[config.mk]
export PLATFORM = sky130hd
export DESIGN_NAME = adc_buffer_streamer_flat
export DESIGN_NICKNAME = d
export VERILOG_FILES = /design/src/rtl/adc_buffer_streamer_pkg.sv /design/src/rtl/adc_buffer_streamer_if.sv /design/src/rtl/adc_buffer_streamer_stream_skid_buffer.sv /design/src/rtl/adc_buffer_streamer.sv /design/src/flat_wrapper.sv
export SDC_FILE = /design/constraint.sdc
export NUM_CORES = 1
export LEC_CHECK = 0
export ABC_AREA = 0
export CAP_MARGIN = 10
export CORE_AREA = 3 3 76 78
export CTS_CLUSTER_SIZE = 8
export DETAILED_ROUTE_END_ITERATION = 7
export DIE_AREA = 0 0 79 81
export GPL_TIMING_DRIVEN = 0
export PLACE_DENSITY = 0.74
export SLEW_MARGIN = 0
export SYNTH_ARGS = -nofsm -noshare
export SYNTH_HDL_FRONTEND = slang
export SYNTH_SLANG_ARGS = --single-unit
[constraint.sdc]
create_clock -name adc_clock -period 2.98 [get_ports adc_clock]
set_input_delay 0.447 -clock adc_clock [delete_from_list [all_inputs] [get_ports adc_clock]]
set_output_delay 0.447 -clock adc_clock [all_outputs]
set_load 0.03 [all_outputs]
[src/rtl/adc_buffer_streamer_pkg.sv]
`default_nettype none
// ============================================================================
//  Module      : adc_pkg
//  Description : Shared constants and state encoding for the ADC buffer
//                readout streamer.
//  Revision    : 1.0 - initial release
// ============================================================================
package adc_pkg;

    localparam int c_data_width  = 12;
    localparam int c_addr_width  = 12;
    localparam int c_num_samples = 4096;

    typedef enum logic [0:0] {
        IDLE   = 1'b0,
        STREAM = 1'b1
    } state_t;

endpackage
`default_nettype wire

[src/rtl/adc_buffer_streamer_if.sv]
`default_nettype none
// ============================================================================
//  Module      : adc_buffer_streamer_if
//  Description : Valid/ready sample stream with an end-of-record marker.
//  Revision    : 1.0 - initial release
// ============================================================================
interface adc_buffer_streamer_if
    import adc_pkg::*;
#(
    parameter int DATA_WIDTH = c_data_width
);
    logic [DATA_WIDTH-1:0] m_data;
    logic                  m_valid;
    logic                  m_ready;
    logic                  m_last;

    modport master (output m_data, output m_valid, output m_last, input m_ready);
    modport slave  (input m_data, input m_valid, input m_last, output m_ready);
endinterface
`default_nettype wire

[src/rtl/adc_buffer_streamer_stream_skid_buffer.sv]
`default_nettype none
// ============================================================================
//  Module      : stream_skid_buffer
//  Description : Two-entry valid/ready FIFO with registered head outputs,
//                occupancy report and synchronous flush.
//  Revision    : 1.0 - initial release
// ============================================================================
module stream_skid_buffer
    import adc_pkg::*;
#(
    parameter int DATA_WIDTH = c_data_width
) (
    input  wire logic                  clk,
    input  wire logic                  rst_n,
    input  wire logic                  i_flush,
    input  wire logic                  i_push,
    input  wire logic [DATA_WIDTH-1:0] i_push_data,
    output logic      [DATA_WIDTH-1:0] o_data,
    output logic                       o_valid,
    input  wire logic                  i_ready,
    output logic      [1:0]            o_occupancy
);
    logic [DATA_WIDTH-1:0] r_head_data;
    logic [DATA_WIDTH-1:0] r_tail_data;
    logic                  r_head_valid;
    logic                  r_tail_valid;
    logic                  w_pop;

    // The tail entry is only ever occupied while the head is occupied.
    assign w_pop       = r_head_valid && i_ready;
    assign o_data      = r_head_data;
    assign o_valid     = r_head_valid;
    assign o_occupancy = {1'b0, r_head_valid} + {1'b0, r_tail_valid};

    // Head/tail update: head refills from tail first, otherwise from the push.
    // The producer never pushes into a full buffer that is not popping.
    always_ff @(posedge clk or negedge rst_n) begin
        if (!rst_n) begin
            r_head_data  <= '0;
            r_tail_data  <= '0;
            r_head_valid <= 1'b0;
            r_tail_valid <= 1'b0;
        end else if (i_flush) begin
            r_head_valid <= 1'b0;
            r_tail_valid <= 1'b0;
        end else if (!r_head_valid || w_pop) begin
            if (r_tail_valid) begin
                r_head_data  <= r_tail_data;
                r_head_valid <= 1'b1;
                r_tail_data  <= i_push_data;
                r_tail_valid <= i_push;
            end else begin
                if (i_push) begin
                    r_head_data <= i_push_data;
                end
                r_head_valid <= i_push;
            end
        end else if (i_push) begin
            r_tail_data  <= i_push_data;
            r_tail_valid <= 1'b1;
        end
    end
endmodule
`default_nettype wire

[src/rtl/adc_buffer_streamer.sv]
`default_nettype none
// ============================================================================
//  Module      : adc_buffer_streamer
//  Description : Walks the capture buffer read port 0..NUM_SAMPLES-1 after a
//                completed capture and streams each sample with backpressure,
//                hiding the one-cycle read latency behind a skid buffer.
//  Revision    : 1.0 - initial release
// ============================================================================
module adc_buffer_streamer
    import adc_pkg::*;
#(
    parameter int DATA_WIDTH  = c_data_width,
    parameter int ADDR_WIDTH  = c_addr_width,
    parameter int NUM_SAMPLES = c_num_samples
) (
    input  wire logic                  adc_clock,
    input  wire logic                  reset_n,
    input  wire logic                  capture_done,
    input  wire logic                  start_readout,
    input  wire logic                  abort,
    output logic      [ADDR_WIDTH-1:0] read_addr,
    input  wire logic [DATA_WIDTH-1:0] read_data,
    adc_buffer_streamer_if.master      stream,
    output logic                       busy,
    output logic                       readout_done
);
    // Counters carry one extra bit so a full 2^ADDR_WIDTH record never wraps.
    localparam logic [ADDR_WIDTH:0] c_END_PTR   = (ADDR_WIDTH+1)'(NUM_SAMPLES);
    localparam logic [ADDR_WIDTH:0] c_LAST_BEAT = (ADDR_WIDTH+1)'(NUM_SAMPLES - 1);
    localparam logic [ADDR_WIDTH:0] c_ONE       = (ADDR_WIDTH+1)'(1);

    state_t                r_state;
    state_t                w_next_state;
    logic [ADDR_WIDTH:0]   r_rd_ptr;
    logic [ADDR_WIDTH:0]   r_beat;
    logic                  r_inflight;
    logic [DATA_WIDTH-1:0] w_skid_data;
    logic                  w_skid_valid;
    logic [1:0]            w_occupancy;
    logic [2:0]            w_committed;
    logic                  w_streaming;
    logic                  w_start;
    logic                  w_flush;
    logic                  w_xfer;
    logic                  w_last_beat;
    logic                  w_last_xfer;
    logic                  w_issue;

    assign w_streaming = (r_state == STREAM);
    assign w_start     = (r_state == IDLE) && start_readout && capture_done;
    assign w_flush     = w_streaming && abort;
    assign w_xfer      = w_skid_valid && stream.m_ready;
    assign w_last_beat = (r_beat == c_LAST_BEAT);
    assign w_last_xfer = w_xfer && w_last_beat;

    // Slots already spoken for after this cycle's pop. Counting the pop lets a
    // new read go out every cycle in steady state instead of every other one.
    assign w_committed = {1'b0, w_occupancy} + {2'b00, r_inflight} - {2'b00, w_xfer};
    assign w_issue     = w_streaming && !abort && (r_rd_ptr < c_END_PTR)
                         && (w_committed < 3'd2);

    assign read_addr      = r_rd_ptr[ADDR_WIDTH-1:0];
    assign stream.m_data  = w_skid_data;
    assign stream.m_valid = w_skid_valid;
    assign stream.m_last  = w_skid_valid && w_last_beat;
    assign busy           = (r_state != IDLE);
    assign readout_done   = w_last_xfer && !abort;

    // State register.
    always_ff @(posedge adc_clock or negedge reset_n) begin
        if (!reset_n) begin
            r_state <= IDLE;
        end else begin
            r_state <= w_next_state;
        end
    end

    // Next state: abort and the final transfer both end the readout.
    always_comb begin
        w_next_state = r_state;
        case (r_state)
            IDLE:    if (start_readout && capture_done) w_next_state = STREAM;
            STREAM:  if (abort || w_last_xfer)          w_next_state = IDLE;
            default: w_next_state = IDLE;
        endcase
    end

    // Read pointer, beat counter and the one-deep in-flight read tracker.
    always_ff @(posedge adc_clock or negedge reset_n) begin
        if (!reset_n) begin
            r_rd_ptr   <= '0;
            r_beat     <= '0;
            r_inflight <= 1'b0;
        end else if (w_start) begin
            r_rd_ptr   <= '0;
            r_beat     <= '0;
            r_inflight <= 1'b0;
        end else if (w_flush) begin
            r_inflight <= 1'b0;
        end else if (w_streaming) begin
            r_inflight <= w_issue;
            if (w_issue) begin
                r_rd_ptr <= r_rd_ptr + c_ONE;
            end
            if (w_xfer) begin
                r_beat <= r_beat + c_ONE;
            end
        end
    end

    stream_skid_buffer #(
        .DATA_WIDTH (DATA_WIDTH)
    ) u_skid (
        .clk         (adc_clock),
        .rst_n       (reset_n),
        .i_flush     (w_flush),
        .i_push      (r_inflight),
        .i_push_data (read_data),
        .o_data      (w_skid_data),
        .o_valid     (w_skid_valid),
        .i_ready     (stream.m_ready),
        .o_occupancy (w_occupancy)
    );
endmodule
`default_nettype wire
[src/flat_wrapper.sv]
// flat-port wrapper written by rule: the top's interface ports become plain ports
module adc_buffer_streamer_flat import adc_pkg::*;
#(
    parameter int DATA_WIDTH  = c_data_width,
    parameter int ADDR_WIDTH  = c_addr_width,
    parameter int NUM_SAMPLES = c_num_samples
)
  (adc_clock, reset_n, capture_done, start_readout, abort, read_addr, read_data, busy, readout_done, stream_m_data, stream_m_valid, stream_m_last, stream_m_ready);
  adc_buffer_streamer_if #(.DATA_WIDTH(DATA_WIDTH)) stream_i ();
  input  wire logic adc_clock;
  input  wire logic reset_n;
  input  wire logic capture_done;
  input  wire logic start_readout;
  input  wire logic abort;
  output logic      [ADDR_WIDTH-1:0] read_addr;
  input  wire logic [DATA_WIDTH-1:0] read_data;
  output logic busy;
  output logic readout_done;
  output wire logic [$bits(stream_i.m_data)-1:0] stream_m_data;
  output wire logic [$bits(stream_i.m_valid)-1:0] stream_m_valid;
  output wire logic [$bits(stream_i.m_last)-1:0] stream_m_last;
  input wire logic [$bits(stream_i.m_ready)-1:0] stream_m_ready;
  assign stream_m_data = stream_i.m_data;
  assign stream_m_valid = stream_i.m_valid;
  assign stream_m_last = stream_i.m_last;
  assign stream_i.m_ready = stream_m_ready;
  adc_buffer_streamer #(.DATA_WIDTH(DATA_WIDTH), .ADDR_WIDTH(ADDR_WIDTH), .NUM_SAMPLES(NUM_SAMPLES)) u_core (.adc_clock(adc_clock), .reset_n(reset_n), .capture_done(capture_done), .start_readout(start_readout), .abort(abort), .read_addr(read_addr), .read_data(read_data), .stream(stream_i), .busy(busy), .readout_done(readout_done));
endmodule
==> reports/results.tsv, run 1 <==
stage	metric	value	unit
pwr	power_switching	883	uW
hold_path	hp-class	in2async	
clock_tree	cts_buffers	5	
sta	min_period_over_period	91.1	%
yosys	syn_inst	264	
route	drtIter0Drc	97	
clock_tree	clockBufferDepth	2	
worst_setup_path	path_max_fanout	10	
yosys	synthFlopType	dfrtp_1	
global_route	grt_use_total	18.5	%
yosys	synthXorXnorAreaFrac	2.59	%
yosys	syn-num-nets	286	
worst_setup_path	critPathArrivalTime	2960	ps
clock_tree	clkLatencyLatePin	310	ps
sta	tightest_slew	631	ps
route	drc	0	
final_layout	most-common-layout-cells	dfrtp_1, clkdlybuf4s50_1, nor2_1	
final_layout	antenna_cells	0	
run	maxCapViolCount	0	
placement	place_hpwl	3.90	mm
floorplanning	core_area	5140	um2
yosys	synthAdderAreaFrac	1.85	%
floorplanning	die_w	79	um
pwr	powerDensity	711	nW/um2
final_layout	finalNetCount	338	
yosys	synth_compound_area_share	10.6	%
placement	place_area	3260	um2
global_route	grt_remaining_overflow	0	
placement	numPortBuffers	45	
clock_tree	clk_pin_slew	100	ps
final_layout	drive_gt1_share	13.9	%
yosys	synth-simple-area-share	18.5	%
sta	slew_violations	0	
status	outcome	completed	
floorplanning	die-area	6400	um2
global_route	antenna_found_initial	0	
sta	setup_ws	266	ps
clock_tree	post_cts_buffers	0	
placement	post-place-ws	-101	ps
yosys	avgSynthCellArea	10.2	um2
route	ant_nets	0	
pwr	swShare	37.1	%
route	wire_per_inst	13.9	um
yosys	synth_top_family_by_area	simple AND/OR/NAND/NOR gates	
sta	fmax	0.368	GHz
yosys	yosys_warnings	0	
route	vias	2092	
worst_setup_path	path_class	in2reg	
floorplanning	rows	26	
yosys	muxShareOfSynthArea	10.2	%
pwr	p_clk_share	17.6	%
final_layout	layout_commonest_cell	dfrtp_1	
placement	globalplace.congestion	0.771	
route	routed_wirelength	5.37	mm
clock_tree	h-tree-depth	2	
sta	maxSlewHeadroom	57.6	%
pwr	leakage	0.00142	uW
yosys	synth.distinct_cells	43	
sta	tns	0	ps
worst_setup_path	crit_required	3220	ps
global_route	grt_max_degree	36	
worst_setup_path	reg2reg_slack	270	ps
pwr	p_int	1500	uW
clock_tree	cts.sinks	54	
route	drt-pass1-iter-count	4	
global_route	grt_pass1_wl	9.34	mm
final_layout	syn2layout_area_growth	23.8	%
floorplanning	start_util	52.6	%
clock_tree	clock-root-buffer	clkbuf_8	
sta	fin_crit	2710	ps
pwr	p_comb_share	38.2	%
sta	clock_skew	4.16	ps
yosys	syn_area	2700	um2
final_layout	final_area	3350	um2
sta	timing.final.hold_violations	0	
global_route	grt_pass1_vias	2076	
yosys	synth-seq-area-share	50.0	%
clock_tree	cts_tree	done	
yosys	async_reset_ff_share	100	%
floorplanning	ios	46	
yosys	synth-edff-count	0	
worst_setup_path	start_kind	input pin	
worst_setup_path	end_kind	flop	
pwr	ir_worst_vdd	0.000551	V
route	routed_via_density	5.41	
sta	setup_viol	0	
sta	rsz0062_at_grt	false	
yosys	yosys_register_bits	54	
floorplanning	die_y	81	um
pwr	power.share.sequential	44.2	%
[flip-flops by register name (all words and copies together) (netlist names)]
name                        flops
u_core.r_rd_ptr                13
u_core.u_skid.r_tail_data      12
u_core.u_skid.r_tail_valid      1
u_core.busy                     1
u_core.u_skid.o_valid           1
u_core.u_skid.o_data           12
u_core.r_beat                  13
u_core.r_inflight               1
[per-layer routing]
metal	up-vias	GRT usage (%)	wire length (um)
li1	1035	-	-
met1	999	23.3	2480
met2	49	30.9	2560
met3	9	5.10	265
met4	0	6.36	63
met5	-	0	0
[worst paths after layout]
check | startpoint | to | depth (start not counted)
worst max-delay path | stream_m_ready | u_core.r_rd_ptr[11] | 11
worst min-delay path | reset_n | u_core.u_skid.r_tail_data[0] | 1
worst max register to register | u_core.u_skid.r_tail_valid | u_core.r_rd_ptr[11] | 10
worst min register to register | u_core.u_skid.r_tail_data[4] | u_core.u_skid.r_tail_data[4] | 1
max in group asynchronous | reset_n | u_core.r_beat[5] | 2
min in group adc_clock | u_core.u_skid.r_tail_data[4] | u_core.u_skid.r_tail_data[4] | 1
[power groups by stage]
stage / clock, uW / combinational [uW] / sequential, uW
after floorplan: 0 / 418 / 1210
after global placement: 0 / 900 / 1060
after detailed placement: 0 / 923 / 1060
after CTS: 433 / 922 / 1050
after global routing: 464 / 988 / 1080
final: 418 / 911 / 1050
[layout make-up]
cell class	instances	area (um2)
multi-input combinational	178	1180
fill	451	1790
timing repair buffer	46	470
sequential	54	1350
clock inverter	3	21.3
clock buffer	5	68.8
tap	70	87.6
inverter	9	33.8
buffer	22	133
[metrics by stage]
step | cells | total power [uW] | hold WS, ps | utilization (%)
floorplan | 264 | 1630 | 151 | -
global placement | 379 | 1960 | 485 | 63.1
detailed placement | 380 | 1980 | 434 | 63.4
CTS | 387 | 2410 | 88.8 | 65.0
global route | 387 | 2530 | 98.3 | 65.1
finish | 387 | 2380 | 80.1 | 65.1
[critical path, cell delays in order]
cell and delay (ps):
clkdlybuf4s50_1 500, nand2_1 130, inv_1 50, ha_1 260
inv_1 40, ha_1 290, a21oi_2 200, mux2i_1 190
buf_2 230, or4_1 480, a21oi_1 150
[synth_stat cells, types with 2 or more instances]
master	instances	area share, %
dfrtp_1	54	50
or4_1	6	1.7
inv_1	9	1.2
nand2b_1	2	0.46
nor4_1	4	0.93
nand3_1	10	1.9
nor3_1	4	0.74
ha_1	4	1.9
o31ai_1	9	2.5
mux2_2	12	5.0
o21ai_0	7	1.3
a21oi_1	24	4.4
mux2i_1	14	5.2
buf_4	12	3.3
buf_2	3	0.56
nand2_1	17	2.4
nand3b_1	2	0.56
buf_1	2	0.28
clkbuf_1	5	0.69
or3_1	4	0.93
nor2_1	25	3.5
nand4_1	4	0.93
xor2_1	2	0.65
xnor2_1	6	1.9
o211ai_1	3	0.83
nor2b_1	3	0.69
[what timing repair did]
| item | CTS | global route |
|---|---|---|
| hold buffers | 0 | 0 |
| setup endpoints to repair | 8 | 2 |
| pin swaps | 0 | 0 |
| gates resized for setup | 0 | 2 |
[kinds of logic (layout without fill, tap and decap cells)]
family	after synthesis	count (layout)
DFF	54	54
muxes	26	26
adders and majority gates	4	4
and+or+nand+nor	92	92
xor gates and xnor gates	8	8
buffers and inverters	32	85
AOI/OAI and AO/OA	48	48
Power figures use the tool's default switching activity.
==> inputs of run 2 (changes only) <==
--- a/config.mk
+++ b/config.mk
@@ -9,8 +9,8 @@
 export CAP_MARGIN = 10
-export CORE_AREA = 3 3 76 78
+export CORE_AREA = 3 3 87 89
 export CTS_CLUSTER_SIZE = 8
 export DETAILED_ROUTE_END_ITERATION = 7
-export DIE_AREA = 0 0 79 81
+export DIE_AREA = 0 0 90 92
 export GPL_TIMING_DRIVEN = 0
-export PLACE_DENSITY = 0.74
+export PLACE_DENSITY = 0.57
 export SLEW_MARGIN = 0
--- a/constraint.sdc
+++ b/constraint.sdc
@@ -3,2 +3,2 @@
 set_output_delay 0.447 -clock adc_clock [all_outputs]
-set_load 0.03 [all_outputs]
+set_load 0.005 [all_outputs]
==> run 2 against run 1 <==
Against the previous run: die area grew 29%; fmax down 4.1%; hold slack gained 64 ps; sequential share of layout area is 0.43 points lower.
==> reports/results.tsv, run 2 (same netlist as run 1, synthesis figures left out) <==
stage	metric	value	unit
clock_tree	post_cts_buffers	0	
floorplanning	die_y	92	um
sta	rsz0062_at_grt	false	
placement	dp_cells	406	
pwr	ir_worst_vdd	0.000420	V
final_layout	largest_registers	u_core.r_beat: 13 flops, u_core.r_rd_ptr: 13 flops	
final_layout	layout.cells.non_filler	413	
worst_setup_path	path_class	reg2out	
clock_tree	clk_pin_slew	100	ps
route	drt-pass1-iter-count	4	
final_layout	fillerInstances	657	
clock_tree	postCtsHoldBufs	0	
route	wire_per_inst	13.7	um
route	vias	2077	
route	drtIter0Drc	108	
sta	fmax	0.353	GHz
sta	timing.final.hold_violations	0	
sta	clock_skew	7.00	ps
route	routed_wirelength	5.66	mm
global_route	grt_remaining_overflow	0	
status	outcome	completed	
placement	globalplace.congestion	0.749	
global_route	grt-busiest-layer	met2	
global_route	grtUsageMet3	4.02	%
global_route	antenna_found_initial	0	
floorplanning	core_area	6830	um2
global_route	grt_pass1_wl	9.55	mm
final_layout	most-common-layout-cells	dfrtp_1, clkdlybuf4s50_1, nor2_1	
final_layout	finish.utilization	49.5	%
run	maxCapViolCount	0	
final_layout	syn2layout_area_growth	25.2	%
clock_tree	clkLatencyLatePin	310	ps
placement	place_hpwl	3.99	mm
global_route	grt.met1_usage	19.0	%
pwr	leakage	0.00138	uW
final_layout	finalNetCount	338	
global_route	met2_usage	22.3	%
route	drc	0	
sta	setup_viol	0	
clock_tree	clockBufferDepth	2	
clock_tree	cts_tree	done	
final_layout	drive_gt1_share	13.9	%
route	routed_via_density	5.03	
global_route	grt_use_total	14.1	%
clock_tree	cts_resized	0	
final_layout	antenna_cells	0	
floorplanning	ios	46	
sta	min_period_over_period	94.9	%
worst_setup_path	crit_required	2530	ps
worst_setup_path	end_kind	output port	
sta	maxSlewHeadroom	55.1	%
floorplanning	die-area	8280	um2
sta	slew_violations	0	
worst_setup_path	critPathArrivalTime	2380	ps
placement	numPortBuffers	45	
clock_tree	clock-root-buffer	clkbuf_8	
sta	tightest_slew	668	ps
floorplanning	start_util	39.6	%
clock_tree	cts.sinks	54	
worst_setup_path	start_kind	flop	
global_route	grt_max_degree	30	
floorplanning	rows	30	
pwr	powerDensity	653	nW/um2
hold_path	hp-class	in2async	
floorplanning	die_w	90	um
route	ant_nets	0	
global_route	grt_pass1_vias	1990	
clock_tree	cts_buffers	5	
clock_tree	h-tree-depth	2	
sta	fin_crit	2830	ps
worst_setup_path	path_max_fanout	5	
final_layout	layout_commonest_cell	dfrtp_1	
==> run 2: changes by cell type in the layout (fill, tap and decap cells not counted), sizes merged <==
cell and change:
clkbuf +1, clkdlybuf4s50 +2, dlymetal6s2s -2, inv +1
clkinv -2
==> run 2: critical path: stages, from the launching register on <==
cell,delay (ps)
dfrtp_1,450
nand4_2,180
or2_2,370
nor4_1,390
nor2b_1,180
clkdlybuf4s50_1,510
==> run 2: area by class of cell <==
class	instances	area [um2]	share of cell area, %
flip-flops and latches	54	1350	39.9
multi-input cells	178	1180	34.9
repair buffers	46	465	13.8
plain buffers	22	133	3.92
well taps	96	120	3.55
clock buffers	6	82.6	2.44
inverters	9	33.8	0.998
clock inverters	2	16.3	0.481
==> run 2: power breakdown <==
part           switching, uW  internal [uW]
Clock                    252            192
Sequential               123            924
Combinational            314            407
==> run 2: stage by stage <==
stage / TNS, ps / setup WS, ps / cell area [um2] / total power, uW / hold slack, ps
after floorplan: 0 / 260 / 2700 / 1440 / 151
after global placement: -19680 / -355 / 3270 / 1780 / 480
after detailed placement: -657 / -151 / 3290 / 1790 / 496
after CTS: 0 / 127 / 3380 / 2250 / 162
after global routing: 0 / 12.2 / 3380 / 2380 / 171
final: 0 / 151 / 3380 / 2210 / 145
==> run 2: path summary, 6_finish.rpt <==
kind	startpoint	endpoint	slack [ps]	depth (start not counted)
setup / recovery	u_core.r_beat[3]	readout_done	150	5
hold / removal	reset_n	u_core.r_rd_ptr[7]	140	1
setup reg to reg	u_core.u_skid.r_tail_valid	u_core.r_rd_ptr[11]	260	10
hold reg to reg	u_core.r_beat[12]	u_core.r_beat[12]	500	1
max in group asynchronous	reset_n	u_core.busy	2270	2
min in group adc_clock	u_core.r_beat[12]	u_core.r_beat[12]	500	1
==> run 2: per-layer routing <==
layer  vias to the layer above  routed length (um)
met2                        47                2620
met4                         0                  44
met1                       992                2710
li1                       1033                   -
met3                         5                 283
met5                         -                   0
